## src/rtl/gpr_wb_sched.sv

```systemverilog
// Writeback scheduler for the 8 x 16-bit GPR file: round-robin arbitration of the
// ALU/LSU writebacks onto the single GPR write port, plus a busy scoreboard for hazard stalls.
module gpr_wb_sched #(
  parameter int DATA_W   = 16,
  parameter int ADDR_W   = 3,
  parameter int NUM_REGS = 8
) (
  input  logic                clk,
  input  logic                rst,
  input  logic                alu_wb_valid,
  input  logic [ADDR_W-1:0]   alu_wb_dest,
  input  logic [DATA_W-1:0]   alu_wb_data,
  output logic                alu_wb_ready,
  input  logic                lsu_wb_valid,
  input  logic [ADDR_W-1:0]   lsu_wb_dest,
  input  logic [DATA_W-1:0]   lsu_wb_data,
  output logic                lsu_wb_ready,
  input  logic                issue_valid,
  input  logic                issue_has_dest,
  input  logic [ADDR_W-1:0]   issue_dest,
  input  logic [ADDR_W-1:0]   issue_src_1,
  input  logic [ADDR_W-1:0]   issue_src_2,
  output logic                issue_stall,
  output logic                reg_write_en,
  output logic [ADDR_W-1:0]   reg_write_dest,
  output logic [DATA_W-1:0]   reg_write_data,
  output logic [NUM_REGS-1:0] busy_mask,
  output logic                sb_err
);

  // 1 = ALU was granted most recently; reset to LSU so the ALU wins first contention
  logic                last_grant_alu;
  logic                grant_alu;
  logic                grant_lsu;
  logic                wb_fire;
  logic [ADDR_W-1:0]   wb_dest;
  logic [DATA_W-1:0]   wb_data;
  logic                issue_accept;
  logic [NUM_REGS-1:0] busy_nxt;

  always_comb begin
    grant_alu = alu_wb_valid & (~lsu_wb_valid | ~last_grant_alu);
    grant_lsu = lsu_wb_valid & ~grant_alu;
    wb_fire   = grant_alu | grant_lsu;
    wb_dest   = grant_alu ? alu_wb_dest : lsu_wb_dest;
    wb_data   = grant_alu ? alu_wb_data : lsu_wb_data;
  end

  assign alu_wb_ready = grant_alu;
  assign lsu_wb_ready = grant_lsu;

  // Stall uses registered busy only: a writeback granted this cycle does not bypass
  assign issue_stall  = issue_valid & (busy_mask[issue_src_1] | busy_mask[issue_src_2] |
                                       (issue_has_dest & busy_mask[issue_dest]));
  assign issue_accept = issue_valid & ~issue_stall & issue_has_dest;

  // Set after clear so a new producer keeps ownership of the register
  always_comb begin
    busy_nxt = busy_mask;
    if (wb_fire) busy_nxt[wb_dest] = 1'b0;
    if (issue_accept) busy_nxt[issue_dest] = 1'b1;
  end

  always_ff @(posedge clk) begin
    if (rst) begin
      last_grant_alu <= 1'b0;
      reg_write_en   <= 1'b0;
      reg_write_dest <= '0;
      reg_write_data <= '0;
      busy_mask      <= '0;
      sb_err         <= 1'b0;
    end else begin
      reg_write_en <= wb_fire;
      busy_mask    <= busy_nxt;
      if (wb_fire) begin
        last_grant_alu <= grant_alu;
        reg_write_dest <= wb_dest;
        reg_write_data <= wb_data;
        if (!busy_mask[wb_dest]) sb_err <= 1'b1;
      end
    end
  end

endmodule
```

## config.mk

```make
export PLATFORM = sky130hd
export DESIGN_NAME = gpr_wb_sched
export DESIGN_NICKNAME = d
export VERILOG_FILES = /design/src/rtl/gpr_wb_sched.sv
export SDC_FILE = /design/constraint.sdc
export NUM_CORES = 1
export LEC_CHECK = 0
export ABC_AREA = 1
export CORE_MARGIN = 2
export CORE_UTILIZATION = 37
export CTS_CLUSTER_DIAMETER = 40
export DETAILED_ROUTE_END_ITERATION = 7
export HOLD_SLACK_MARGIN = 0.1
export PLACE_DENSITY = 0.76
export SLEW_MARGIN = 5
export SYNTH_ARGS = -nofsm -noshare
export SYNTH_HDL_FRONTEND = slang
export SYNTH_SLANG_ARGS = --single-unit
```

## constraint.sdc

```tcl
create_clock -name clk -period 1.1 [get_ports clk]
set_input_delay 0.22 -clock clk [delete_from_list [all_inputs] [get_ports clk]]
set_output_delay 0.22 -clock clk [all_outputs]
set_load 0.01 [all_outputs]
```

# == Yosys cells after proc, flatten, opt, wreduce, memory -nomap -nowiden ==
# Cells that the tools add are included.
# totals
ff_bits,30
output_inout_bits,32
# classes
n_lt_le_gt_ge,6
n_mux,16
bitwise_logic,18
reduce_logical,3
# op_table
operator,count
$lt A3 B4 Y1 const B,4
$mux W16,1
$mux W8,2
$bmux W1 S3,4
$and A8 B8 Y8,1
$not A8 Y8,1
$or A8 B8 Y8,1
$and A1 B1 Y1,6
$demux W1 S3,2
$ge A3 B1 Y1 const B,2
$mux W1,6
$not A1 Y1,5
$or A1 B1 Y1,4
$mux W3,1
$logic_and A1 B1 Y1,2
$reduce_and A2 Y1,1

# == Depth between registers and ports, before layout ==
# Gate-level depths: netlist of run 1.
# depth
word_depth,13
ltp_mapped,10
ltp_nobuf,10

# == Worst setup path after synthesis of run 1 ==
# Ideal clock, no wire load.
# synth_path
path_kind,register to output
start,reg busy_mask[5]
end,out issue_stall
arrival_ns,1.176
setup_slack_ns,-0.296
stages_incl_launch_ff,9
n_path_buf,0
cell_sequence,dfxtp_1 inv_1 nand2_1 nand3_1 nand2_1 nand2_1 nand2_1 nor2_8 a21boi_0
# synth_between
elab_chain_cells,5
# synth_rtl
item,line,text
"start, declared",27,"output logic [NUM_REGS-1:0] busy_mask,"
"start signal, assigned",74,busy_mask <= busy_nxt;
$bmux W1 S3 (on tied branches),"53, 54",
$mux W1 (on tied branches),"53, 54",
$or A1 B1 Y1 or $and A1 B1 Y1 (tied branches),"53, 54",
$or A1 B1 Y1 *,53,assign issue_stall = issue_valid & (busy_mask[issue_src_1] | busy_mask[issue_src_2] |
$and A1 B1 Y1 *,53,
"end, declared",23,"output logic issue_stall,"
# Every way passes the cells marked *; elsewhere a longest branch is shown, timed or not. The select of a mux whose other input is x is not followed.

# == Worst setup path in the final report of run 1 ==
# layout_path
start,reg busy_mask[4]
end,out issue_stall
# Same word-level chain as after synthesis.

==> results of run 1 <==
==> per-stage QoR <==
stage | instance area (um^2) | power (mW) | util, % | std cells | TNS (ns)
after CTS | 3390 | 3.12 | 72.3 | 470 | -7.12
final | 3540 | 3.24 | 75.5 | 471 | -6.71
after floorplan | 1850 | 1.63 | - | 276 | -0.258
after global routing | 3540 | 3.36 | 75.5 | 471 | -8.63
after detailed placement | 3010 | 2.12 | 64.2 | 446 | -20.77
after global placement | 3010 | 2.11 | 64.2 | 446 | -19.87
==> metal layers <==
layer / track usage [%] / up-vias
met5: 0 / -
met4: 9.09 / 0
met3: 5.08 / 18
met2: 39.9 / 105
met1: 29.3 / 1136
li1: - / 1185
==> cell type report <==
class	count	area share, %
timing repair buffer	143	37.4
multi-input combinational	205	36.4
sequential	30	17.8
inverter	31	3.92
clock buffer	7	2.44
tap	54	1.91
clock inverter	1	0.141
==> worst max-delay path: cells and delay by family, from the launching register on <==
kind | cells | cell delay [ns]
flip-flops | 1 | 0.39
AO/OA/AOI/OAI | 1 | 0.12
AND/OR/NAND/NOR | 5 | 0.35
buffers and inverters | 2 | 0.25
==> power by group through the flow <==
stage                     registers (mW)  clock network (mW)  logic (mW)
after floorplan                     1.24                   0       0.387
after global placement              1.22                   0       0.890
after detailed placement            1.22                   0       0.902
after CTS                           1.19               0.920        1.02
after global routing                1.20               0.966        1.19
final                               1.20               0.934        1.11
==> cells in the final DEF, fill, tap and decap left out, types with 7 or more instances in the layout <==
master and n:
buf_4 35, inv_2 12, a21oi_1 9, dfxtp_1 19, dlygate4sd2_1 8, nor2_1 9, nand2_2 26, dfxtp_4 7
nand3_2 7, clkdlybuf4s50_1 43, o21ai_1 8, nand2_1 64, nand4_1 12, buf_6 24, nand3_1 12, a31oi_1 14
clkbuf_2 17, inv_1 16, nand2_4 12
==> cell families after synthesis <==
logic type      count (synthesis)  synth area share (%)
buf+inv                        41                  10.6
flops                          30                  33.4
compound gates                 39                  12.1
simple gates                  166                  43.9
==> sequential cells by signal, indices dropped and copies added, names as in the netlist <==
| register | flops |
|---|---|
| reg_write_data | 16 |
| last_grant_alu | 1 |
| reg_write_en | 1 |
| reg_write_dest | 3 |
| busy_mask | 8 |
| sb_err | 1 |
==> what timing repair did <==
item                                    in CTS  in global routing
pin swaps                                   17                 33
resized for setup                          147                102
buffers inserted                            13                 13
hold endpoints to repair                     0                  0
endpoints found under the setup margin      62                 59
cloned                                       3                  1
==> worst min-delay path by stage <==
stage | from | endpoint | slack (ns) | depth (start not counted)
6_report | issue_dest[2] | busy_mask[0] | 0.41 | 4
5_1_grt | issue_dest[2] | busy_mask[0] | 0.44 | 4
4_1_cts | last_grant_alu | last_grant_alu | 0.48 | 2
3_5_place_dp | last_grant_alu | last_grant_alu | 0.47 | 2
3_3_place_gp | last_grant_alu | last_grant_alu | 0.46 | 2
2_1_floorplan | lsu_wb_data[4] | reg_write_data[4] | 0.38 | 2
==> reports/qor.yml, run 1 <==
p_sw_mw: 1.03
synth_edf_count: 0
worst_pin_slew_ns: 0.358
grt_overflow: 0
yosysTopAreaCell: "dfxtp_1"
grt_usage_pct: 23.7
clockRootBuffer: "clkbuf_8"
powerDensity_mw_per_mm2: 914
netlist_top_cells_count: "95 x nand2_1, 30 x dfxtp_1, 25 x inv_1"
via_per_inst: 5.19
fin_crit_sh_pct: 147
clock_skew_ns: 0.00950
regArea_um2: 632
worstPathCellList: "buf_4 > nor2_2 > nor2_1 > nor2_1 > nand2_1 > nand2_2 > a21boi_2 > buf_2"
layout_setup_ws_ns: -0.517
outcome: "finished with violations"
synth.most_common_cell: "nand2_1"
crit_path_end_kind: "primary output"
finalWirelength_um: 6930
antenna_cells: 0
ir_drop_uv: 713
period_minus_slack_ns: 1.62
place_worst_setup_slack_ns: -1.18
rsz0062_at_grt: "true"
synth_top_area_share_pct: 33.4
ys_ff_latch: 30
core_area_mm2: 0.00469
syn2layout_area_growth_pct: 97.4
multiInputGateArea_mm2: 0.00129
clk_latency_ns: 0.29
wire_per_inst_um: 14.7
syn-instance-count: 276
antenna_found_initial: 0
cts_tree: "done"
die_x_um: 73.7
drc: 0
highest_layer: "met4"
violations: "setup timing"
drt_iter0_markers: 95
p_clk_share_pct: 28.8
post_synth_num_cell_types: 24
worst_ep_arrival_time_ns: 1.40
timing.fmax_mhz: 618
hold_path.class: "input pin to flip-flop"
required_ns: 0.88
place_hpwl_um: 4160
die-height_um: 73.7
critPathMaxStageDelay_ns: 0.39
crit_end: "issue_stall"
cts_sinks: 30
cts.reportedPaths.clkPinSlew_ns: 0.06
cpMostUsedCell: "nor2_1"
yosysSeqAreaShare_pct: 33.4
drive_gt1_share_pct: 45.3
setup_viol: 36
wl_met2_um: 3520
cts.htree.levels: 2
synth-main-ff-cell: "dfxtp_1"
gp_congestion: 0.815
critical_path_class: "flip-flop to primary output"
rows: 25
antenna_left: 0
pwr-share-comb_pct: 34.2
layout.nets: 469
grt_pass1_vias: 2223
crit_path_max_fanout: 5
ys_async_sr_fraction_pct: 0
vias: 2444
start_util_pct: 38.3
reg2reg_depth: 9
power.internal_mw: 2.21
synthesis.area_mm2: 0.00180
timing.rr.end: "busy_mask[7]"
r2r_start: "busy_mask[4]"
cts_buffer_depth: 2
hold_viol: 0
wl_met1_um: 2760
maxCapViolCount: 0
critPathSlowestCell: "dfxtp_4"
leakage_nw: 1.63
reg2reg_slack_ns: -0.35
portBuffers: 84
dr_wl_met3_um: 520
crit_path_start_kind: "flip-flop"
grt_max_degree: 11
drv_slew: 0
die_area_mm2: 0.00543
grt_first_pass_wirelength_um: 9960
max_slew_margin_pct: 76.2
hold-worst-slack_ns: 0.406
drt_first_pass_iters: 4
seqPwrFrac_pct: 37.0
ioPinCount: 85
cp-startpoint: "busy_mask[4]"
ys_top_cells_by_area: "dfxtp_1 33%, nand2_1 20%, nand3_1 5.3%, a31oi_1 5.2%, inv_1 5.2%"
fillers: 322
swShare_pct: 31.8
cts-buffers-inserted: 5
cts_hold_buf: 0
avgSynthCellArea_um2: 6.51
synth-warning-count: 0
syn_nets: 329
Note: power is estimated with default switching activity, not from simulation.
==> run 2: changes to the inputs <==
- CORE_MARGIN: 2 -> 4
- GPL_ROUTABILITY_DRIVEN: unset -> 0
==> run 2 against run 1 <==
  * The flow still finishes with violations (setup timing)
  * Non-clock buffer count is the same
  * Flip-flop and latch count is the same
  * Wire length grew 15%
  * Clock power shrank 5.1%
  * Fmax grew 1.2%
  * Clock skew shrank 0.0057 ns
  * Sequential power is essentially flat
  * Design area grew 1.2%
  * Hold slack gained 0.071 ns
  * Power is essentially flat
  * Register-to-register slack is essentially flat
  * Critical endpoint unchanged
==> reports/qor.yml, run 2 (same netlist as run 1, synthesis figures left out) <==
outcome: "finished with violations"
violations: "setup timing"
drt_iter0_markers: 177  # +86%
worstPathCellList: "buf_6 > nand4_1 > nand2_1 > nor2_1 > nand2_1 > nand2_2 > a21boi_2 > buf_2"
antenna_found_initial: 0  # unchanged
critPathSlowestCell: "dfxtp_4"
worst_pin_slew_ns: 0.312  # -0.0459 ns
timing.fmax_mhz: 626  # +1.2%
layout_setup_ws_ns: -0.498  # +0.0197 ns
wl_met1_um: 2900  # +4.9%
grt_usage_pct: 24.3  # +0.64 points
setup_viol: 38  # +5.6%
cts_tree: "done"
hold-worst-slack_ns: 0.477  # +0.0707 ns
largest_reg_flops: 16  # unchanged
power.internal_mw: 2.20  # -0.18%
reg2reg_slack_ns: -0.35  # about the same
vias: 2508  # +2.6%
reg2reg_depth: 11  # +2
grt_first_pass_wirelength_um: 11700  # +18%
timing.rr.end: "busy_mask[1]"
drv_slew: 0  # unchanged
wl_met2_um: 4060  # +15%
swShare_pct: 32.0  # +0.12 points
clockRootBuffer: "clkbuf_8"
cpMostUsedCell: "nand2_1"
die_x_um: 77.7  # +5.4%
worst_ep_arrival_time_ns: 1.38  # -0.02 ns
hold_viol: 0  # unchanged
max_slew_margin_pct: 79.2  # +3.1 points
finalWirelength_um: 7960  # +15%
min_path_cells: 2  # -2
portBuffers: 84  # unchanged
holdCritStartpoint: "reg_write_data[5]"
cts-buffers-inserted: 5  # unchanged
fin_util_pct: 75.9  # +0.43 points
drc: 0  # unchanged
ir_drop_uv: 686  # -3.8%
clock_skew_ns: 0.00378  # -0.00571 ns
dr_wl_met3_um: 670  # +29%
place_worst_setup_slack_ns: -1.10  # +0.0769 ns
cts_sinks: 30  # unchanged
ioPinCount: 85  # unchanged
critical_path_class: "flip-flop to primary output"
die-height_um: 77.7  # +5.4%
top_regs: "reg_write_data x16, busy_mask x8, reg_write_dest x3"
leakage_nw: 1.66  # +1.7%
final_common_cell: "nand2_1"
cts.reportedPaths.clkPinSlew_ns: 0.06  # about the same
min_to: "reg_write_data[5]"
finalInstanceArea_mm2: 0.00359  # +1.2%
period_minus_slack_ns: 1.60  # -0.0197 ns
antenna_cells: 0  # unchanged
grt_pass1_vias: 2550  # +15%
crit_path_start_kind: "flip-flop"
clk_latency_ns: 0.29  # about the same
place_hpwl_um: 4560  # +9.6%
syn2layout_area_growth_pct: 99.8
seqPwrFrac_pct: 37.0  # about the same
placed_area_mm2: 0.00305  # +1.0%
layout.nets: 469  # unchanged
top_register: "reg_write_data"
fin_crit_sh_pct: 145  # -1.8 points
antenna_left: 0  # unchanged
die_area_mm2: 0.00603  # +11%
layout_common_cells: "57 x nand2_1, 43 x clkdlybuf4s50_1, 33 x buf_6, 30 x nand2_2, 28 x buf_4"
crit_path_max_fanout: 4  # -1
drive_gt1_share_pct: 46.3  # +0.94 points
rows: 25  # unchanged
r2r_start: "busy_mask[3]"
maxCapViolCount: 0  # unchanged
crit_path_end_kind: "primary output"
wire_per_inst_um: 16.5  # +12%
cts_buffer_depth: 2  # unchanged
cts.htree.levels: 2  # unchanged
grt_overflow: 0  # unchanged
grt_max_degree: 15  # +4
rsz0062_at_grt: "true"
critPathMaxStageDelay_ns: 0.39  # about the same
cts_hold_buf: 0  # unchanged
start_util_pct: 38.0  # -0.25 points
required_ns: 0.88  # about the same
powerDensity_mw_per_mm2: 903  # -1.2%
highest_layer: "met4"
drt_first_pass_iters: 4  # unchanged
via_per_inst: 5.20  # +0.28%
core_area_mm2: 0.00472  # +0.67%
hold_path.class: "flip-flop to flip-flop"
pwr-share-comb_pct: 35.7  # +1.5 points
p_clk_share_pct: 27.3  # -1.5 points
p_sw_mw: 1.04  # +0.39%
==> run 2: changes by cell type in the layout (fill, tap and decap cells not counted), sizes merged <==
cell,before,now
clkdlybuf4s15,3,6
clkbuf,25,19
dlygate4sd2,8,9
clkinv,2,1
buf,71,72
==> run 2: through the flow <==
step	setup TNS [ns]	power (mW)	std cells
6_report	-6.89	3.24	482
3_3_place_gp	-20.30	2.12	461
2_1_floorplan	-0.258	1.63	276
4_1_cts	-6.10	3.15	481
3_5_place_dp	-21.20	2.13	461
5_1_grt	-9.10	3.37	482
==> run 2: worst max-delay path by stage <==
| stage | from | to | slack, ns | cells past startpoint |
|---|---|---|---|---|
| after floorplan | issue_dest[2] | issue_stall | -0.1 | 9 |
| after global placement | issue_dest[2] | issue_stall | -1.08 | 10 |
| after detailed placement | issue_dest[2] | issue_stall | -1.10 | 10 |
| after CTS | busy_mask[2] | issue_stall | -0.49 | 9 |
| after global routing | busy_mask[2] | issue_stall | -0.61 | 8 |
| final | busy_mask[2] | issue_stall | -0.50 | 8 |
==> run 2: what timing repair did <==
item	4_1_cts	5_1_grt
pin swaps	36	24
gates cloned	5	0
setup endpoints to repair	62	61
resized for setup	181	77
setup buffers	13	8
==> run 2: final cells by class <==
type                            instances  area (um^2)
Inverter                               31          139
Fill cell                             340         1140
Timing Repair Buffer                  143         1350
Sequential cell                        30          632
Multi-Input combinational cell        205         1300
Clock buffer                            6         82.6
Tap cell                               67         83.8
==> run 2: power groups by stage <==
stage,Clock [mW],Combinational [mW],Sequential (mW)
final,0.886,1.16,1.20
after global routing,0.933,1.23,1.20
after CTS,0.863,1.09,1.19
after detailed placement,0,0.913,1.22
after global placement,0,0.899,1.22
after floorplan,0,0.387,1.24
==> run 2: critical path, delay by kind of cell (launching register included) <==
| kind | cells | cell delay (ns) |
|---|---|---|
| AO/OA/AOI/OAI | 1 | 0.12 |
| flip-flops | 1 | 0.39 |
| buffers and inverters | 2 | 0.23 |
| AND/OR/NAND/NOR | 5 | 0.35 |
==> run 2: per-layer routing <==
layer / track usage, % / vias up
met5: 0 / -
met4: 11.7 / 0
met3: 7.19 / 34
met2: 42.2 / 140
met1: 26.8 / 1152
li1: - / 1182
==> run 3: changes to the inputs <==
- CAP_MARGIN: unset -> 10
==> results of run 3 <==
The final DEF is identical to that of run 2; final timing and power are the same.
==> edit: new RTL, flow settings as in run 1 <==
The parameter `DATA_W` goes from 16 to 18.
--- a/src/rtl/gpr_wb_sched.sv
+++ b/src/rtl/gpr_wb_sched.sv
@@ -1,7 +1,7 @@
 // Writeback scheduler for the 8 x 16-bit GPR file: round-robin arbitration of the
 // ALU/LSU writebacks onto the single GPR write port, plus a busy scoreboard for hazard stalls.
 module gpr_wb_sched #(
-  parameter int DATA_W   = 16,
+  parameter int DATA_W   = 18,
   parameter int ADDR_W   = 3,
   parameter int NUM_REGS = 8
 ) (
Interface: changed (resized alu_wb_data, lsu_wb_data and reg_write_data); port bits go from 85 to 91. No check against the original RTL was run, so the function may have changed too.
==> edit against run 1 <==
  * The run still ends with setup timing left
  * Cell area increased by 3.9%
  * Fmax increased by 2.5%
  * Via count increased by 9.0%
  * Sequential cell count increased by 2
  * Area after synthesis increased by 1.4%
  * Wire length increased by 17%
  * Total power increased by 5.9%
  * Worst hold slack improved by 0.046 ns
  * Cell count increased by 4.9%
  * Worst setup slack improved by 0.040 ns
  * Clock power increased by 0.7%
  * Critical endpoint unchanged
  * Highest routed layer unchanged
==> edit: results (changes against run 1) <==
[yosys]
syn_inst = 282  ; +2.2%
synth_area_leaders = dfxtp_1, nand2_1, a31oi_1
ys_top_cells_by_count = nand2_1, dfxtp_1, inv_1
synth_compound_area_share_pct = 12.58  ; +0.52 points
seq_area_frac_synth_pct = 35.19  ; +1.7 points
synth_cell_types = 22  ; -8.3%

[cells_and_area]
num-nonclk-inverters = 29  ; -6.5%
fillers = 323  ; +0.31%
stdcell_count = 494  ; +4.9%
final_nets = 483  ; +3.0%
layout-drive-gt1-share_pct = 44.73  ; -0.59 points
nNonClkBuffers = 148  ; +3.5%
sh_seq_area_pct = 18.35  ; +0.52 points
nMultiInputCombCells = 210  ; +2.4%
multi_input_area_share_pct = 35.83  ; -0.58 points
reg.largest.list = reg_write_data: 18 flops, busy_mask: 8 flops, reg_write_dest: 3 flops

[detailed_routing]
wl_met3_um = 720  ; +38%
m1WireLength_um = 2929  ; +6.0%
wl_met2_um = 4186  ; +19%
drtPass1Iterations = 5  ; +1

[clock_network]
post_cts_buffers = 16  ; +3
cts.clk_slew.worst_paths_ns = 0.08  ; +0.02 ns

[sta]
setup_slack_ns = -0.4773  ; +0.03996 ns
tns_ns = -9.041  ; -2.330 ns
slew_headroom_pct = 79.68  ; +3.5 points
finalSetupViolations = 37  ; +2.8%

[grt]
use_met3_pct = 7.859  ; +2.8 points
globalRouteMet1Util_pct = 30.13  ; +0.79 points
grt_pass1_vias = 2492  ; +12%
use_met2_pct = 49.31  ; +9.4 points
grt_usage_pct = 27.50  ; +3.8 points

[status]
violations = setup timing
outcome = complete, but fails checks

[place]
dp_slack_ns = -1.112  ; +0.06728 ns
dp.cells = 464  ; +4.0%
place_congestion = 0.9257  ; +14%

[floorplan]
die-area_mm2 = 0.005497  ; +1.3%

[power]
p_leak_nw = 1.652  ; +1.4%
peakVddDrop_mv = 0.8654  ; +21%

[setup_path]
cp_top_family = simple AND/OR/NAND/NOR gates

## edit: cell count changes after synthesis, sizes merged, moves of 2 or more
cell	before	now
dfxtp	30	32
nand2	104	106
a31oi	15	17
nand3	19	23
nor2	21	19
inv	31	29
## edit: path summary, 6_finish.rpt
path                        endpoint          startpoint  cells past startpoint  slack [ns]
setup reg to reg              sb_err      last_grant_alu                     11       -0.46
hold / removal          busy_mask[3]       issue_dest[2]                      5        0.45
setup / recovery         issue_stall        busy_mask[4]                      8       -0.48
hold reg to reg   reg_write_data[17]  reg_write_data[17]                      2        0.48
## edit: power breakdown
part | total [W] | internal [W] | switching [W]
sequential | 0.00127 | 0.00122 | 0.0000548
combinational | 0.00122 | 0.000620 | 0.000597
clock | 0.000941 | 0.000445 | 0.000496
total | 0.00343 | 0.00228 | 0.00115
